## src/rtl/mem_bus_arbiter.sv

```systemverilog
`timescale 1ns/1ps
// -----------------------------------------------------------------------------
// mem_bus_arbiter
//
// Purpose:
//   Shares the multiplexed 8-bit memory bus between two processor-side
//   requesters using round-robin arbitration. It also sequences the winning
//   transaction on the bus in this order: upper address, optional idle gap,
//   lower address, then either the write data or a bounded wait for read data.
//   When the transaction ends, the owner receives a one-cycle done pulse.
//   Reads to pages where no memory answers end on a timeout.
//
// Ports:
//   b_Clock      system clock; all state changes on the rising edge
//   b_Reset_L    asynchronous active-low reset
//   req          per-requester request level, held until its done pulse
//   req_rw       per-requester direction (1 = read, 0 = write)
//   req_addr     per-requester 16-bit address
//   req_wdata    per-requester write data
//   req_gap      per-requester idle cycles between the two address phases
//   grant        one-hot owner of the bus from acceptance through DONE
//   done         one-cycle completion pulse to the owner
//   rdata        last read data; valid alongside done for a read
//   timed_out    set with done when a read received no data
//   b_ad_out     address/data value driven onto the bus
//   b_ad_oe      bus output enable
//   b_ad_in      value sampled from the bus (read data)
//   b_aValid_L   low during the upper and lower address phases
//   b_rw         transaction direction, valid from the upper address phase on
//   b_dValid_L   memory strobe, low for one cycle when b_ad_in holds read data
// -----------------------------------------------------------------------------
module mem_bus_arbiter #(
  parameter int NREQ    = 2,
  parameter int TIMEOUT = 20,
  parameter int GAP_W   = 5
) (
  input  logic                       b_Clock,
  input  logic                       b_Reset_L,
  input  logic [NREQ-1:0]            req,
  input  logic [NREQ-1:0]            req_rw,
  input  logic [NREQ-1:0][15:0]      req_addr,
  input  logic [NREQ-1:0][7:0]       req_wdata,
  input  logic [NREQ-1:0][GAP_W-1:0] req_gap,
  output logic [NREQ-1:0]            grant,
  output logic [NREQ-1:0]            done,
  output logic [7:0]                 rdata,
  output logic                       timed_out,
  output logic [7:0]                 b_ad_out,
  output logic                       b_ad_oe,
  input  logic [7:0]                 b_ad_in,
  output logic                       b_aValid_L,
  output logic                       b_rw,
  input  logic                       b_dValid_L
);

  // One counter serves two purposes: it counts gap cycles and it counts
  // read-wait cycles. It must therefore be wide enough for both
  // 2**GAP_W - 1 and TIMEOUT - 1.
  localparam int TO_W  = (TIMEOUT > 1) ? $clog2(TIMEOUT) : 1;
  localparam int CNT_W = (TO_W > GAP_W) ? TO_W : GAP_W;

  typedef enum logic [2:0] {
    IDLE,
    AH,
    GAP,
    AL,
    WDATA,
    RWAIT,
    DONE
  } state_t;

  state_t            state_reg,     state_next;
  logic              owner_reg,     owner_next;
  logic              last_reg,      last_next;
  logic [15:0]       addr_reg,      addr_next;
  logic              rw_reg,        rw_next;
  logic [7:0]        wdata_reg,     wdata_next;
  logic [GAP_W-1:0]  gap_reg,       gap_next;
  logic [CNT_W-1:0]  cnt_reg,       cnt_next;
  logic [7:0]        rdata_reg,     rdata_next;
  logic              timed_out_reg, timed_out_next;

  logic              winner;
  logic              busy;

  // ---------------------------------------------------------------------------
  // Round-robin choice. last_reg holds the most recent owner. When both
  // requesters are active, the other one wins. Otherwise the single active
  // requester wins. last_reg resets to 1, so requester 0 wins first.
  // ---------------------------------------------------------------------------
  always_comb begin
    winner = 1'b0;
    if (req[0] && req[1]) begin
      winner = ~last_reg;
    end else begin
      winner = req[1];
    end
  end

  // ---------------------------------------------------------------------------
  // State and datapath registers
  // ---------------------------------------------------------------------------
  always_ff @(posedge b_Clock or negedge b_Reset_L) begin
    if (!b_Reset_L) begin
      state_reg     <= IDLE;
      owner_reg     <= 1'b0;
      last_reg      <= 1'b1;
      addr_reg      <= '0;
      rw_reg        <= 1'b0;
      wdata_reg     <= '0;
      gap_reg       <= '0;
      cnt_reg       <= '0;
      rdata_reg     <= '0;
      timed_out_reg <= 1'b0;
    end else begin
      state_reg     <= state_next;
      owner_reg     <= owner_next;
      last_reg      <= last_next;
      addr_reg      <= addr_next;
      rw_reg        <= rw_next;
      wdata_reg     <= wdata_next;
      gap_reg       <= gap_next;
      cnt_reg       <= cnt_next;
      rdata_reg     <= rdata_next;
      timed_out_reg <= timed_out_next;
    end
  end

  // ---------------------------------------------------------------------------
  // Next-state and datapath update
  // ---------------------------------------------------------------------------
  always_comb begin
    state_next     = state_reg;
    owner_next     = owner_reg;
    last_next      = last_reg;
    addr_next      = addr_reg;
    rw_next        = rw_reg;
    wdata_next     = wdata_reg;
    gap_next       = gap_reg;
    cnt_next       = cnt_reg;
    rdata_next     = rdata_reg;
    timed_out_next = timed_out_reg;

    case (state_reg)
      IDLE: begin
        // Copy the winner's request into local registers. After this
        // point, changes on the request inputs cannot affect the
        // transaction in progress.
        if (|req) begin
          owner_next = winner;
          addr_next  = req_addr[winner];
          rw_next    = req_rw[winner];
          wdata_next = req_wdata[winner];
          gap_next   = req_gap[winner];
          state_next = AH;
        end
      end

      AH: begin
        if (gap_reg != '0) begin
          cnt_next   = CNT_W'(1);
          state_next = GAP;
        end else begin
          state_next = AL;
        end
      end

      GAP: begin
        // cnt_reg is the number of the current gap cycle, starting at 1.
        if (cnt_reg == CNT_W'(gap_reg)) begin
          state_next = AL;
        end else begin
          cnt_next = cnt_reg + CNT_W'(1);
        end
      end

      AL: begin
        cnt_next   = '0;
        state_next = rw_reg ? RWAIT : WDATA;
      end

      WDATA: begin
        // A write never times out. Clearing the flag here means it does
        // not carry over from an earlier aborted read.
        timed_out_next = 1'b0;
        state_next     = DONE;
      end

      RWAIT: begin
        // Data is checked before the limit. If the strobe arrives on the
        // last allowed cycle, the read still completes normally.
        if (!b_dValid_L) begin
          rdata_next     = b_ad_in;
          timed_out_next = 1'b0;
          state_next     = DONE;
        end else if (cnt_reg == CNT_W'(TIMEOUT - 1)) begin
          timed_out_next = 1'b1;
          state_next     = DONE;
        end else begin
          cnt_next = cnt_reg + CNT_W'(1);
        end
      end

      DONE: begin
        last_next  = owner_reg;
        state_next = IDLE;
      end

      default: begin
        state_next = IDLE;
      end
    endcase
  end

  // ---------------------------------------------------------------------------
  // Bus outputs. These decode the registered state only, so they change on
  // clock edges and on reset.
  // ---------------------------------------------------------------------------
  always_comb begin
    b_ad_out   = '0;
    b_ad_oe    = 1'b0;
    b_aValid_L = 1'b1;
    b_rw       = 1'b0;

    case (state_reg)
      AH: begin
        b_aValid_L = 1'b0;
        b_ad_oe    = 1'b1;
        b_ad_out   = addr_reg[15:8];
        b_rw       = rw_reg;
      end
      GAP: begin
        b_rw = rw_reg;
      end
      AL: begin
        b_aValid_L = 1'b0;
        b_ad_oe    = 1'b1;
        b_ad_out   = addr_reg[7:0];
        b_rw       = rw_reg;
      end
      WDATA: begin
        b_ad_oe  = 1'b1;
        b_ad_out = wdata_reg;
        b_rw     = rw_reg;
      end
      RWAIT: begin
        b_rw = rw_reg;
      end
      default: begin
      end
    endcase
  end

  // ---------------------------------------------------------------------------
  // Requester-side outputs. Grant covers every cycle from acceptance through
  // DONE. The done pulse is the DONE state steered to the owner's bit.
  // ---------------------------------------------------------------------------
  assign busy = (state_reg != IDLE);

  genvar gi;
  generate
    for (gi = 0; gi < NREQ; gi++) begin : g_owner
      assign grant[gi] = busy && (owner_reg == 1'(gi));
      assign done[gi]  = (state_reg == DONE) && (owner_reg == 1'(gi));
    end
  endgenerate

  assign rdata     = rdata_reg;
  assign timed_out = timed_out_reg;

endmodule

```

## config.mk

```make
export PLATFORM = sky130hd
export DESIGN_NAME = mem_bus_arbiter
export DESIGN_NICKNAME = d
export VERILOG_FILES = /design/src/rtl/mem_bus_arbiter.sv
export SDC_FILE = /design/constraint.sdc
export NUM_CORES = 1
export LEC_CHECK = 0
export ABC_AREA = 1
export BUFFER_PORTS_ARGS = -buffer_cell sky130_fd_sc_hd__buf_2
export CORE_MARGIN = 5
export CORE_UTILIZATION = 56
export CTS_BUF_LIST = sky130_fd_sc_hd__clkbuf_4 sky130_fd_sc_hd__clkbuf_8
export CTS_CLUSTER_DIAMETER = 150
export DETAILED_ROUTE_END_ITERATION = 10
export GPL_TIMING_DRIVEN = 1
export HOLD_SLACK_MARGIN = 0.15
export PLACE_DENSITY_LB_ADDON = 0.3
export SETUP_SLACK_MARGIN = 0.05
export SYNTH_ARGS = -nofsm -noshare
export SYNTH_HDL_FRONTEND = slang
export SYNTH_SLANG_ARGS = --single-unit
```

## constraint.sdc

```tcl
create_clock -name b_Clock -period 3.55 [get_ports b_Clock]
set_input_delay 0.1775 -clock b_Clock [delete_from_list [all_inputs] [get_ports b_Clock]]
set_output_delay 0.1775 -clock b_Clock [all_outputs]
set_load 0.1 [all_outputs]
```

# Word-level counts from Yosys, hierarchy flattened
# Index checks and enable logic that the tools add are counted.
dict set report totals {
  memories 0
  ram_bits 0
  reg_bits 49
  out_inout_bits 24
  latch_bits 0
  wordCells 77
  rom_bits 0
}
dict set report classes {
  div_mod_pow 0
  shift 0
  n_eq_ne 15
  bitwise 3
  mul 0
  n_reduce_logical 19
  n_lt_le_gt_ge 1
  n_addsub 1
  mux 28
}
# cell n
set op_table {}
lappend op_table {{$mux 16} 2}
lappend op_table {{$mux 5} 6}
lappend op_table {{$pmux 8 s3} 1}
lappend op_table {{$pmux 5 s4} 1}
lappend op_table {{$pmux 3 s6} 1}
lappend op_table {{$mux 8} 2}
lappend op_table {{$mux 3} 4}
lappend op_table {{$ne 2x2->1 const B} 6}
lappend op_table {{$mux 1} 10}
lappend op_table {{$eq 3x3->1 const B} 3}
lappend op_table {{$eq 3x2->1 const B} 2}
lappend op_table {{$reduce_and 2->1} 3}
lappend op_table {{$add 5x1->5 const B} 1}
lappend op_table {{$eq 5x5->1} 1}
lappend op_table {{$eq 5x5->1 const B} 1}
lappend op_table {{$logic_and 1x1->1} 5}
lappend op_table {{$reduce_and 5->1} 1}
lappend op_table {{$reduce_bool 5->1} 1}
lappend op_table {{$reduce_or 5->1} 1}
lappend op_table {{$reduce_bool 4->1} 1}
lappend op_table {{$reduce_or 2->1} 2}
lappend op_table {{$eq 3x1->1 const B} 1}
lappend op_table {{$logic_not 3->1} 1}
lappend op_table {{$ne 3x3->1 const B} 1}
lappend op_table {{other kinds (7)} 9}

# Depth between registers and ports, before layout
dict set report depth {
  word_depth 4
  mapped_depth 9
  mapped_depth_nobuf 9
}

# Worst setup path after synthesis
# OpenSTA, ideal clock, no wires.
dict set report synth_path {
  kind {flip-flop to output port}
  start {register state_reg[2]}
  end {output b_ad_oe}
  path_slack_ps 637
  n_path_buf 0
  t_arrival_ps 2736
  path_stages_with_launch 8
  path_cell_list {dfrtp_1 inv_2 nand2_2 inv_1 nand2_2 nand2_1 inv_1 o21ai_0}
}
dict set report synth_via {
  elab_chain_cells 3
}
# element line
set synth_rtl {}
lappend synth_rtl {{start, declared} 72} ;# state_t state_reg, state_next;
lappend synth_rtl {{start signal, assigned} 116} ;# state_reg <= state_next;
lappend synth_rtl {{$eq 3x1->1, or another cell as far along} 225} ;# case (state_reg)
lappend synth_rtl {{$reduce_or 3->1 (no source line) *} n/a}
lappend synth_rtl {{$mux 1 *} 225}
lappend synth_rtl {{end, declared} 49} ;# output logic b_ad_oe,
# Every way passes the cells marked *; elsewhere a longest branch is shown, timed or not.

# Worst setup path after layout
dict set report layout_path {
  start {register state_reg[0]}
  end {register wdata_reg[7]}
}
dict set report layout_via {
  elab_chain_cells 2
}
# element line
set layout_rtl {}
lappend layout_rtl {{$logic_not 3->1} 144} ;# case (state_reg)
lappend layout_rtl {{$reduce_and 2->1 (no source line)} n/a}
lappend layout_rtl {{end signal, assigned} 121} ;# wdata_reg <= wdata_next;
lappend layout_rtl {{end, declared} 77} ;# logic [7:0] wdata_reg, wdata_next;
# No other way between the ends.
# A chain may end at the register's enable or synchronous reset.

==> flow_metrics.tcl <==
set metrics [dict create \
    cp_max_fo 52 \
    required_ns 3.73 \
    finalWeightedCongestion 0.849 \
    cts_root_buf "clkbuf_8" \
    p_leak_nw 1.87 \
    p_per_area_nw_per_um2 1010 \
    hold_class "input port to flip-flop" \
    startpoint_type "flip-flop" \
    wire_per_inst_um 14.4 \
    hold_depth 3 \
    portBuffers 96 \
    setup_viol 0 \
    slew_headroom_pct 27.7 \
    numCtsBuffers 5 \
    r2r_end "wdata_reg[7]" \
    r2r_start "state_reg[0]" \
    tightestPinTransition_ns 1.08 \
    ir_drop_mv 0.785 \
    largest_reg_flops 16 \
    clk_pin_slew_ns 0.09 \
    hold_viol 0 \
    clkLatencyLatePin_ns 0.30 \
    post_cts_buffers 0 \
    die_area_um2 6430 \
    worstRegToRegCells 8 \
    fin_crit_sh_pct 72.0 \
    dieWidth_um 80.2 \
    min_period_ns 2.55 \
    syn_area_um2 2760 \
    grt_pass1_wl_mm 12.2 \
    ctsResizeCount 0 \
    start_util_pct 58.1 \
    overflow 0 \
    dp_cells 476 \
    routed_wirelength_mm 7.43 \
    outcome "finished clean" \
    setup_tns_ns 0 \
    yosysSeqAreaShare_pct 44.5 \
    hp-start "req_wdata[6]" \
    die_height_um 80.2 \
    path_class "flip-flop to flip-flop" \
    drive_above_1_share_pct 33.3 \
    cp.arrival_ns 2.74 \
    drc 0 \
    postRouteAntennaNets 0 \
    clock_skew_ns 0.00817 \
    fmax_mhz 392 \
    maxCapViolCount 0 \
    cts.path.max_buffers 2 \
    holdPathEnd "wdata_reg[6]" \
    grt_usage_pct 24.1 \
    grt_pass1_vias 2830 \
    pre_cts_ws_ns 1.47 \
    ios 97 \
    vias_per_cell 5.33 \
    dr_total_vias 2758 \
    synth_seq_cells 49 \
    worstSetupEndpointType "flip-flop" \
    synth_cell_types 31 \
    layout.nets 523 \
    fin_total_pwr_mw 3.70 \
    area_growth_pct 33.1 \
    synth_area_per_cell_um2 8.55 \
    antenna_cells 0 \
    core-area_um2 4750 \
    rrSetupSlack_ns 1.0 \
    grt_antenna_before_repair 0 \
    yosysWarnings 0 \
    cts_tree "yes" \
    synth_cells 323 \
    syn_nets 397 \
    worst_slack_ns 0.996 \
    drtIter0Drc 115 \
    htree_levels 2 \
    grt_start_max_net_pins 53 \
    rows 25 \
    stdcell_count 517 \
    rsz0062_at_grt "no" \
    cts_sinks 49 \
    maxSlewViolCount 0 \
    dp_hpwl_mm 4.93 \
    drt_pre_antenna_iters 4 \
]
-- worst max-delay path: stages, from the launching register on --
cell and delay, ns:
dfrtp_1 0.53, inv_6 0.14, nand2_4 0.06, nor3_4 0.19, buf_4 0.51, inv_1 0.26, nand2_1 0.12, o21ai_1 0.06
dlygate4sd3_1 0.55
-- final cells by class --
| type | instances | area (um^2) |
|---|---|---|
| Clock buffer | 6 | 76.3 |
| Inverter | 41 | 159 |
| Timing Repair Buffer | 131 | 826 |
| Fill cell | 357 | 1080 |
| Sequential cell | 49 | 1230 |
| Tap cell | 67 | 83.8 |
| Multi-Input combinational cell | 221 | 1290 |
| Clock inverter | 2 | 10.0 |
-- power breakdown --
| group | switching [mW] | internal (mW) | leakage (nW) |
|---|---|---|---|
| registers | 0.160 | 0.821 | 0.605 |
| logic | 1.81 | 0.583 | 1.21 |
| clock network | 0.183 | 0.145 | 0.0484 |
-- synth_stat cells --
library cell,count,area (um^2)
inv_6,1,8.76
dfstp_2,1,26.3
nor2_2,1,6.26
inv_1,36,135
nand2_4,2,22.5
o21ai_0,31,155
nor2_4,3,33.8
inv_2,3,11.3
nor2_1,50,188
xor2_1,3,26.3
a21oi_2,1,8.76
clkbuf_1,6,22.5
xnor2_1,1,8.76
a22o_1,1,8.76
nand4_2,1,12.5
nand2_2,7,43.8
o22ai_1,3,18.8
nand3_1,11,55.1
o21ai_1,12,60.1
nor3_1,2,10.0
o221ai_1,8,70.1
mux2_2,4,45.0
buf_6,4,45.0
clkinv_1,1,3.75
nand2_1,55,206
buf_4,2,15.0
nor3_4,1,16.3
dfrtp_1,48,1200
mux2_1,4,45.0
o22ai_2,19,238
ha_1,1,12.5
-- cells by family (layout without fill, tap and decap cells) --
group	after synthesis	count (layout)	share of synthesized area [%]
compound gates	75	75	20.3
simple gates	133	133	21.5
fa+ha+maj	1	1	0.453
buf+inv	53	180	8.75
flops	49	49	44.5
xor+xnor	4	4	1.27
mux	8	8	3.26
-- placed cells by master (no fill, tap or decap), types with 4 or more instances in the layout --
cell           count
clkbuf_8           5
nand3_1           11
dlygate4sd3_1     33
o221ai_1           8
nand2_1           55
buf_2             96
inv_1             36
dfrtp_1           48
mux2_1             4
o21ai_0           31
o22ai_2           19
o21ai_1           12
nand2_2            7
mux2_2             4
nor2_1            50
-- worst max path at each step --
| stage | start | endpoint | slack, ns | cells after the start |
|---|---|---|---|---|
| 6_report | state_reg[0] | wdata_reg[7] | 1.0 | 8 |
| 2_1_floorplan | state_reg[2] | b_ad_oe | 0.64 | 7 |
| 3_5_place_dp | state_reg[0] | b_ad_out[2] | 1.47 | 5 |
| 4_1_cts | state_reg[0] | wdata_reg[7] | 1.02 | 8 |
| 3_3_place_gp | state_reg[0] | b_ad_out[2] | 1.53 | 5 |
| 5_1_grt | state_reg[0] | wdata_reg[7] | 0.85 | 8 |
-- timing repair --
| action | 4_1_cts | 5_1_grt |
|---|---|---|
| setup endpoints to repair | 0 | 0 |
| hold endpoints to repair | 79 | 0 |
| hold buffers | 33 | 0 |
-- through the flow --
| step | utilization, % | area [um^2] | hold slack (ns) |
|---|---|---|---|
| after floorplan | - | 2760 | -0.118 |
| after global placement | 68.5 | 3260 | 0.392 |
| after CTS | 77.3 | 3670 | 0.151 |
| after detailed placement | 68.5 | 3260 | 0.400 |
| final | 77.3 | 3670 | 0.154 |
| after global routing | 77.3 | 3670 | 0.153 |
-- layer usage --
layer | share of wire, % | track usage (%)
met4 | 2.8 | 7.77
met1 | 39 | 26.4
met2 | 51 | 44.7
met3 | 7.0 | 6.28
met5 | 0 | 0
Power figures use the tool's default switching activity.
